[src/rtl/turret_pkg.sv]
// Shared types and constants for the turret aiming controller: angle map,
// per-angle motion/spawn table, per-turret key bindings and mirroring.
package turret_pkg;

    localparam int N_ANGLES    = 9;
    localparam int MAX_TURRETS = 4;

    typedef enum logic [3:0] {
        ANG_270 = 4'd0, ANG_300, ANG_315, ANG_330, ANG_0,
        ANG_30, ANG_45, ANG_60, ANG_90
    } angle_e;

    localparam logic [3:0] RESET_IDX = 4'(ANG_0);

    typedef enum logic [1:0] {S_IDLE, S_HOLD, S_REPEAT} rpt_state_e;

    typedef struct packed {
        logic signed [3:0] mx;
        logic signed [3:0] my;
        logic [7:0]        sx;
        logic [7:0]        sy;
    } angle_row_t;

    localparam angle_row_t ANGLE_TBL [N_ANGLES] = '{
        '{ 4'sd0,  4'sd1, 8'd48, 8'd78},
        '{ 4'sd1,  4'sd2, 8'd67, 8'd75},
        '{ 4'sd1,  4'sd1, 8'd73, 8'd71},
        '{ 4'sd2,  4'sd1, 8'd73, 8'd60},
        '{ 4'sd1,  4'sd0, 8'd85, 8'd40},
        '{ 4'sd2, -4'sd1, 8'd65, 8'd25},
        '{ 4'sd1, -4'sd1, 8'd40, 8'd42},
        '{ 4'sd1, -4'sd2, 8'd40, 8'd43},
        '{ 4'sd0, -4'sd1, 8'd38, 8'd42}
    };

    // Index 0 is turret 0 (concatenation lists the highest turret first).
    localparam logic [MAX_TURRETS-1:0][7:0] KEY_UP   = {8'h60, 8'h0C, 8'h52, 8'h1A};
    localparam logic [MAX_TURRETS-1:0][7:0] KEY_DOWN = {8'h5A, 8'h0E, 8'h51, 8'h16};
    localparam logic [MAX_TURRETS-1:0][7:0] KEY_FIRE = {8'h62, 8'h0F, 8'h28, 8'h2C};
    localparam logic [MAX_TURRETS-1:0]      MIRROR   = 4'b1010;

    function automatic logic [8:0] onehot9(input logic [3:0] idx);
        return 9'd1 << idx;
    endfunction

endpackage

[src/rtl/turret_aim_ctrl_if.sv]
// Keycode input, per-turret aim outputs and the shot handshake to the bullet engine.
interface turret_aim_ctrl_if #(
    parameter int NUM_TURRETS = 2,
    parameter int NUM_KEYS    = 4,
    parameter int COORD_W     = 10
);
    logic [NUM_KEYS-1:0][7:0]             keycode;
    logic [NUM_TURRETS-1:0][3:0]          angle_idx;
    logic [NUM_TURRETS-1:0][8:0]          angle_flag;
    logic [NUM_TURRETS-1:0][COORD_W-1:0]  motion_x, motion_y, spawn_x, spawn_y;
    logic [NUM_TURRETS-1:0]               fire_valid, fire_ready;
    logic [NUM_TURRETS-1:0][COORD_W-1:0]  fire_motion_x, fire_motion_y;
    logic [NUM_TURRETS-1:0][COORD_W-1:0]  fire_spawn_x, fire_spawn_y;

    modport master (
        output keycode, fire_ready,
        input  angle_idx, angle_flag, motion_x, motion_y, spawn_x, spawn_y,
               fire_valid, fire_motion_x, fire_motion_y, fire_spawn_x, fire_spawn_y
    );

    modport slave (
        input  keycode, fire_ready,
        output angle_idx, angle_flag, motion_x, motion_y, spawn_x, spawn_y,
               fire_valid, fire_motion_x, fire_motion_y, fire_spawn_x, fire_spawn_y
    );
endinterface

[src/rtl/turret_angle_rom.sv]
// Combinational angle index -> motion/spawn row, optionally mirrored about the
// vertical screen axis for turrets on the right-hand side.
module turret_angle_rom
    import turret_pkg::*;
#(
    parameter int COORD_W   = 10,
    parameter int SCREEN_W  = 640,
    parameter bit MIRROR_EN = 1'b0
) (
    input  logic [3:0]         i_idx,
    output logic [COORD_W-1:0] o_mx,
    output logic [COORD_W-1:0] o_my,
    output logic [COORD_W-1:0] o_sx,
    output logic [COORD_W-1:0] o_sy
);
    angle_row_t         w_row;
    logic [COORD_W-1:0] w_mx, w_sx;

    always_comb begin
        w_row = ANGLE_TBL[RESET_IDX];
        if (i_idx < 4'(N_ANGLES))
            w_row = ANGLE_TBL[i_idx];
    end

    assign w_mx = {{(COORD_W-4){w_row.mx[3]}}, w_row.mx};
    assign o_my = {{(COORD_W-4){w_row.my[3]}}, w_row.my};
    assign w_sx = {{(COORD_W-8){1'b0}}, w_row.sx};
    assign o_sy = {{(COORD_W-8){1'b0}}, w_row.sy};

    generate
        if (MIRROR_EN) begin : g_mirror
            assign o_mx = -w_mx;
            assign o_sx = COORD_W'(SCREEN_W - 1) - w_sx;
        end else begin : g_direct
            assign o_mx = w_mx;
            assign o_sx = w_sx;
        end
    endgenerate
endmodule

[src/rtl/turret_aim_ctrl.sv]
// Multi-turret aim/fire controller: keycode decode, step edge detect, angle
// register and shot latch per turret. Auto-repeat built when TURRET_AUTOREPEAT_EN is defined.
module turret_aim_ctrl
    import turret_pkg::*;
#(
    parameter int NUM_TURRETS   = 2,
    parameter int NUM_KEYS      = 4,
    parameter int COORD_W       = 10,
    parameter int SCREEN_W      = 640,
    parameter int REPEAT_DELAY  = 24,
    parameter int REPEAT_PERIOD = 8
) (
    input  logic            Clk,
    input  logic            Reset,
    turret_aim_ctrl_if.slave bus
);

    for (genvar t = 0; t < NUM_TURRETS; t++) begin : g_tur
        logic               w_up, w_dn, w_fire;
        logic               w_up_only, w_dn_only, w_press, w_step;
        logic               r_up_q, r_dn_q, r_fire_q;
        logic [3:0]         r_idx;
        logic [COORD_W-1:0] w_mx, w_my, w_sx, w_sy;
        logic               r_fv;
        logic [COORD_W-1:0] r_fmx, r_fmy, r_fsx, r_fsy;

        always_comb begin
            w_up   = 1'b0;
            w_dn   = 1'b0;
            w_fire = 1'b0;
            for (int k = 0; k < NUM_KEYS; k++) begin
                w_up   = w_up   | (bus.keycode[k] == KEY_UP[t]);
                w_dn   = w_dn   | (bus.keycode[k] == KEY_DOWN[t]);
                w_fire = w_fire | (bus.keycode[k] == KEY_FIRE[t]);
            end
        end

        // Opposing keys cancel; a key only "presses" when it newly appears alone.
        assign w_up_only = w_up & ~w_dn;
        assign w_dn_only = w_dn & ~w_up;
        assign w_press   = (w_up_only & ~r_up_q) | (w_dn_only & ~r_dn_q);

`ifdef TURRET_AUTOREPEAT_EN
        localparam int CNT_W = $clog2((REPEAT_DELAY > REPEAT_PERIOD) ?
                                      REPEAT_DELAY : REPEAT_PERIOD) + 1;
        rpt_state_e       r_state, w_state_nxt;
        logic [CNT_W-1:0] r_cnt, w_cnt_nxt;
        logic             w_rpt;

        always_ff @(posedge Clk or posedge Reset) begin
            if (Reset) begin
                r_state <= S_IDLE;
                r_cnt   <= '0;
            end else begin
                r_state <= w_state_nxt;
                r_cnt   <= w_cnt_nxt;
            end
        end

        always_comb begin
            w_state_nxt = r_state;
            w_cnt_nxt   = r_cnt;
            w_rpt       = 1'b0;
            if (!(w_up_only | w_dn_only)) begin
                w_state_nxt = S_IDLE;
                w_cnt_nxt   = '0;
            end else if (w_press) begin
                w_state_nxt = S_HOLD;
                w_cnt_nxt   = '0;
            end else begin
                case (r_state)
                    S_HOLD: begin
                        if (r_cnt == CNT_W'(REPEAT_DELAY - 1)) begin
                            w_rpt       = 1'b1;
                            w_state_nxt = S_REPEAT;
                            w_cnt_nxt   = '0;
                        end else begin
                            w_cnt_nxt = r_cnt + 1'b1;
                        end
                    end
                    S_REPEAT: begin
                        if (r_cnt == CNT_W'(REPEAT_PERIOD - 1)) begin
                            w_rpt     = 1'b1;
                            w_cnt_nxt = '0;
                        end else begin
                            w_cnt_nxt = r_cnt + 1'b1;
                        end
                    end
                    default: ;
                endcase
            end
        end

        assign w_step = w_press | w_rpt;
`else
        assign w_step = w_press;
`endif

        always_ff @(posedge Clk or posedge Reset) begin
            if (Reset) begin
                r_up_q   <= 1'b0;
                r_dn_q   <= 1'b0;
                r_fire_q <= 1'b0;
                r_idx    <= RESET_IDX;
            end else begin
                r_up_q   <= w_up;
                r_dn_q   <= w_dn;
                r_fire_q <= w_fire;
                if (w_step && w_up_only && r_idx != 4'(N_ANGLES - 1))
                    r_idx <= r_idx + 1'b1;
                else if (w_step && w_dn_only && r_idx != 4'd0)
                    r_idx <= r_idx - 1'b1;
            end
        end

        turret_angle_rom #(
            .COORD_W  (COORD_W),
            .SCREEN_W (SCREEN_W),
            .MIRROR_EN(MIRROR[t])
        ) u_rom (
            .i_idx(r_idx),
            .o_mx (w_mx),
            .o_my (w_my),
            .o_sx (w_sx),
            .o_sy (w_sy)
        );

        // Snapshot is taken from the registered angle, so a same-edge step is not seen.
        always_ff @(posedge Clk or posedge Reset) begin
            if (Reset) begin
                r_fv  <= 1'b0;
                r_fmx <= '0;
                r_fmy <= '0;
                r_fsx <= '0;
                r_fsy <= '0;
            end else if (r_fv) begin
                if (bus.fire_ready[t])
                    r_fv <= 1'b0;
            end else if (w_fire && !r_fire_q) begin
                r_fv  <= 1'b1;
                r_fmx <= w_mx;
                r_fmy <= w_my;
                r_fsx <= w_sx;
                r_fsy <= w_sy;
            end
        end

        assign bus.angle_idx[t]     = r_idx;
        assign bus.angle_flag[t]    = onehot9(r_idx);
        assign bus.motion_x[t]      = w_mx;
        assign bus.motion_y[t]      = w_my;
        assign bus.spawn_x[t]       = w_sx;
        assign bus.spawn_y[t]       = w_sy;
        assign bus.fire_valid[t]    = r_fv;
        assign bus.fire_motion_x[t] = r_fmx;
        assign bus.fire_motion_y[t] = r_fmy;
        assign bus.fire_spawn_x[t]  = r_fsx;
        assign bus.fire_spawn_y[t]  = r_fsy;
    end

endmodule

[src/flat_wrapper.sv]
// flat-port wrapper written by rule: the top's interface ports become plain ports
module turret_aim_ctrl_flat import turret_pkg::*;
#(
    parameter int NUM_TURRETS   = 2,
    parameter int NUM_KEYS      = 4,
    parameter int COORD_W       = 10,
    parameter int SCREEN_W      = 640,
    parameter int REPEAT_DELAY  = 24,
    parameter int REPEAT_PERIOD = 8
)
  (Clk, Reset, bus_keycode, bus_fire_ready, bus_angle_idx, bus_angle_flag, bus_motion_x, bus_motion_y, bus_spawn_x, bus_spawn_y, bus_fire_valid, bus_fire_motion_x, bus_fire_motion_y, bus_fire_spawn_x, bus_fire_spawn_y);
  turret_aim_ctrl_if #(.NUM_TURRETS(NUM_TURRETS), .NUM_KEYS(NUM_KEYS), .COORD_W(COORD_W)) bus_i ();
  input  logic Clk;
  input  logic Reset;
  input wire logic [$bits(bus_i.keycode)-1:0] bus_keycode;
  input wire logic [$bits(bus_i.fire_ready)-1:0] bus_fire_ready;
  output wire logic [$bits(bus_i.angle_idx)-1:0] bus_angle_idx;
  output wire logic [$bits(bus_i.angle_flag)-1:0] bus_angle_flag;
  output wire logic [$bits(bus_i.motion_x)-1:0] bus_motion_x;
  output wire logic [$bits(bus_i.motion_y)-1:0] bus_motion_y;
  output wire logic [$bits(bus_i.spawn_x)-1:0] bus_spawn_x;
  output wire logic [$bits(bus_i.spawn_y)-1:0] bus_spawn_y;
  output wire logic [$bits(bus_i.fire_valid)-1:0] bus_fire_valid;
  output wire logic [$bits(bus_i.fire_motion_x)-1:0] bus_fire_motion_x;
  output wire logic [$bits(bus_i.fire_motion_y)-1:0] bus_fire_motion_y;
  output wire logic [$bits(bus_i.fire_spawn_x)-1:0] bus_fire_spawn_x;
  output wire logic [$bits(bus_i.fire_spawn_y)-1:0] bus_fire_spawn_y;
  assign bus_i.keycode = bus_keycode;
  assign bus_i.fire_ready = bus_fire_ready;
  assign bus_angle_idx = bus_i.angle_idx;
  assign bus_angle_flag = bus_i.angle_flag;
  assign bus_motion_x = bus_i.motion_x;
  assign bus_motion_y = bus_i.motion_y;
  assign bus_spawn_x = bus_i.spawn_x;
  assign bus_spawn_y = bus_i.spawn_y;
  assign bus_fire_valid = bus_i.fire_valid;
  assign bus_fire_motion_x = bus_i.fire_motion_x;
  assign bus_fire_motion_y = bus_i.fire_motion_y;
  assign bus_fire_spawn_x = bus_i.fire_spawn_x;
  assign bus_fire_spawn_y = bus_i.fire_spawn_y;
  turret_aim_ctrl #(.NUM_TURRETS(NUM_TURRETS), .NUM_KEYS(NUM_KEYS), .COORD_W(COORD_W), .SCREEN_W(SCREEN_W), .REPEAT_DELAY(REPEAT_DELAY), .REPEAT_PERIOD(REPEAT_PERIOD)) u_core (.Clk(Clk), .Reset(Reset), .bus(bus_i));
endmodule
[config.mk]
export PLATFORM = sky130hd
export DESIGN_NAME = turret_aim_ctrl_flat
export DESIGN_NICKNAME = d
export VERILOG_FILES = /design/src/rtl/turret_pkg.sv /design/src/rtl/turret_aim_ctrl_if.sv /design/src/rtl/turret_angle_rom.sv /design/src/rtl/turret_aim_ctrl.sv /design/src/flat_wrapper.sv
export SDC_FILE = /design/constraint.sdc
export NUM_CORES = 1
export LEC_CHECK = 0
export ABC_AREA = 0
export CAP_MARGIN = 20
export CORE_MARGIN = 3
export CORE_UTILIZATION = 39
export DETAILED_ROUTE_END_ITERATION = 10
export GPL_TIMING_DRIVEN = 1
export PLACE_DENSITY_LB_ADDON = 0.12
export SYNTH_ARGS = -nofsm -noshare
export SYNTH_HDL_FRONTEND = slang
export SYNTH_SLANG_ARGS = --single-unit
export TNS_END_PERCENT = 5
[constraint.sdc]
create_clock -name Clk -period 3.4 [get_ports Clk]
set_input_delay 0.51 -clock Clk [delete_from_list [all_inputs] [get_ports Clk]]
set_output_delay 0.51 -clock Clk [all_outputs]
set_load 0.05 [all_outputs]
==> key figures <==
Drt
  • WL per Instance: about 15 um
  • Vias per cell: 4.70
  • Antenna Nets Post-Route: 0
  • Via count of the routed design: just over 3000
  • DR iter-0 viols: 105
  • Drt first pass iters: 4
  • Post-route DRC violation count: 0
  • Total wire length: 9810 um

Die
  • Die ar.: 11500 um2
  • Die Y: 107 um
  • Core Rows: 36
  • CORE AREA: 9860 um2
  • Die X: 107 um
  • Io pins: roughly 220
  • Initial Utilization: 0.405

GRT
  • Vias in the first global route: 2825
  • Largest net degree at the start of global routing: 32
  • Initial antenna violation count: 0
  • Tot GR Track Use: 0.161
  • GRT Residual Overflow: 0
  • First-pass GRT wire length: 15000 um

Timing
  • Skew final: ~3.9 ps
  • Final worst slack: 205 ps
  • RSZ-0062 raised after global routing: false
  • Setup TNS: 0 ps
  • Fmax achieved: 313 MHz
  • Final cycle utilization of the critical path: 0.940
  • Max-slew violation count: 0
  • Final hold vios: 0
  • Crit path time final: approximately 3200 ps
  • Setup-failing EPs final: 0
  • Worst slew margin: 0.642
  • Worst Tran Pin Value: 535 ps

Critical path
  • Critical path class: register to output pin
  • Critical path arrival: roughly 2700 ps
  • Worst Reg-to-Reg Cells: 11
  • Worst-path fanout max: 19
  • Reg-to-reg slack, setup: 630 ps
  • Critical R2R Launch: u_core.g_tur[1].r_idx[0]$_DFFE_PP0P_
  • Worst reg2reg endpoint: u_core.g_tur[1].r_idx[3]$_DFFE_PP0P_
  • Startpoint class of the critical path: register
  • Data required, critical path: 2890 ps
  • CP endpoint kind: output pin

Placed design
  • Setup WS pre-CTS: roughly 80 ps
  • DP Wirelength: between 7000 and 8000 um
  • # port buffers: 184
  • Routability cong.: around 0.84

Synth
  • Mapped Area: around 4000 um2
  • Post-synthesis register bit count: 53
  • Asr flop ratio synth: 1.00
  • Sequential-to-total area share from yosys stat: 0.333
  • Number of synthesized flops with an enable pin: 0
  • Distinct cells, synth: between 50 and 60
  • Synth warnings: 0
  • Post-Synthesis Cells: 389
  • Mean post-synth cell area: 10.3 um2
  • Top_reg_cell synth: dfrtp_1

Run
  • Max Cap Viol: 0

CTS
  • Clock root buffer: clkbuf_8
  • Max Root-Sink Buffers: 2
  • Clock transition at the registers of the reported paths: 90 ps
  • Clk Latency, worst-skew pair: 300 ps
  • Clock tree sinks: 53
  • Total CTS buffers: 5
  • CTS HTree Levels: 2
  • TritonCTS clock tree: done

Worst hold path
  • Worst Hold Path EP: u_core.g_tur[1].r_fsx[9]$_DFFE_PP0P_
  • Hold Crit Depth: 1
  • Worst Hold Class: register to register
  • Hold Path Origin: u_core.g_tur[1].r_fsx[9]$_DFFE_PP0P_

Layout
  • Share of cells above drive strength 1: 0.167
  • Final #Nets: 583
  • Antenna Diode Count: 0
  • P&R area growth vs syn: 39.1%

Status
  • Status: complete, no violations
## worst max-delay path: stages (launching register included)
cell and delay (ps):
dfstp_2 760, nor2b_1 400, inv_1 70, o22ai_1 160, buf_4 190, clkdlybuf4s50_1 810
## metrics by stage
| stage | util | instances | cell area [um2] | hold slack [ps] |
|---|---|---|---|---|
| after detailed placement | 0.553 | 653 | 5460 | 462 |
| final | 0.563 | 661 | 5550 | 481 |
| after global placement | 0.553 | 653 | 5460 | 454 |
| after CTS | 0.562 | 661 | 5550 | 487 |
| after global routing | 0.563 | 661 | 5550 | 520 |
| after floorplan | - | 426 | 4140 | 524 |
## per-layer routing
metal | wire (um) | global-route usage | share of wire
met1 | 4090 | 0.210 | 0.42
met2 | 4790 | 0.276 | 0.49
met3 | 821 | 0.0325 | 0.084
met4 | 102 | 0.0356 | 0.010
met5 | 0 | 0 | 0
## placed cells by master (no fill, tap or decap), drive strengths merged, types with 2 or more instances in the layout
cell	instances
or2	4
o21bai	3
o21ai	6
conb	39
nor2	21
inv	18
nand2b	3
nor2b	5
nand3	5
and2b	4
and4bb	3
xnor2	3
nor3	8
nand4b	9
mux2	40
o22ai	6
a21o	3
nor4b	7
nand4	7
buf	20
dlymetal6s2s	2
o21a	4
or4b	5
clkbuf	8
fa	2
and2	13
ha	18
dfrtp	51
dfstp	2
xor2	3
mux2i	3
clkdlybuf4s50	172
a21oi	9
nand2	14
## flip-flops by register name, indices dropped and copies added, names as in the netlist
register	count
u_core.g_tur.r_dn_q	2
u_core.g_tur.r_fsx	13
u_core.g_tur.r_fsy	14
u_core.g_tur.r_up_q	2
u_core.g_tur.r_fmy	6
u_core.g_tur.r_fv	2
u_core.g_tur.r_fire_q	2
u_core.g_tur.r_idx	8
u_core.g_tur.r_fmx	4
## cell type report
class,instances,area [um2]
Fill cell,862,4310
Multi-Input combinational cell,255,2000
Timing Repair Buffer,194,1900
Sequential cell,53,1330
Tap cell,133,166
Clock buffer,8,90.1
Inverter,18,67.6
## worst max-delay path by stage
stage / from / end / depth (start not counted)
after floorplan: u_core.g_tur[1].r_idx[0]$_DFFE_PP0P_ / bus_motion_x[13] / 9
after global placement: bus_keycode[16] / u_core.g_tur[0].r_idx[3]$_DFFE_PP0P_ / 10
after detailed placement: bus_keycode[16] / u_core.g_tur[0].r_idx[3]$_DFFE_PP0P_ / 10
after CTS: u_core.g_tur[1].r_idx[2]$_DFFE_PP1P_ / bus_motion_y[14] / 5
after global routing: u_core.g_tur[0].r_idx[2]$_DFFE_PP1P_ / bus_motion_y[8] / 5
final: u_core.g_tur[0].r_idx[2]$_DFFE_PP1P_ / bus_motion_y[2] / 5
## cell usage after synthesis (3+ instances only)
cell type   n  area share
buf_4      89        0.17
dfrtp_1    51        0.32
nor2_1     21       0.020
ha_1       18       0.056
inv_1      18       0.017
mux2_2     17       0.048
and2_1     13       0.020
mux2_1     12       0.034
mux2_4     11       0.041
nand2_1    11       0.010
a21oi_1     9       0.011
nand4b_1    9       0.020
clkbuf_1    6      0.0056
nor3_1      6      0.0075
o22ai_1     6      0.0094
nand4_1     5      0.0078
nor2b_1     5      0.0078
nor4b_2     5       0.019
o21ai_0     5      0.0063
and2b_2     4      0.0088
nand3_1     4      0.0050
o21a_1      4      0.0075
or2_2       4      0.0063
a21o_1      3      0.0056
and4bb_2    3      0.0094
mux2i_1     3      0.0075
nand2b_1    3      0.0047
o21bai_1    3      0.0056
or4b_1      3      0.0075
xnor2_1     3      0.0066
xor2_1      3      0.0066
## logic make-up after synthesis
family,after synthesis,synth area share
buffers and inverters,118,0.202
adders and majority gates,20,0.0664
and+or+nand+nor,111,0.195
other,2,0.00188
AOI/OAI and AO/OA,36,0.0589
muxes,43,0.131
DFF,53,0.333
xor gates and xnor gates,6,0.0132
## what timing repair did
| action | CTS | global route |
|---|---|---|
| setup buffers | 0 | 0 |
| gates resized for setup | 0 | 3 |
| endpoints found under the setup margin | 0 | 8 |
| hold buffers | 0 | 0 |
| endpoints found under the hold margin | 0 | 0 |
Power is not shown: default switching activity piles up to over one toggle a cycle in this logic, so the estimate is an artifact.
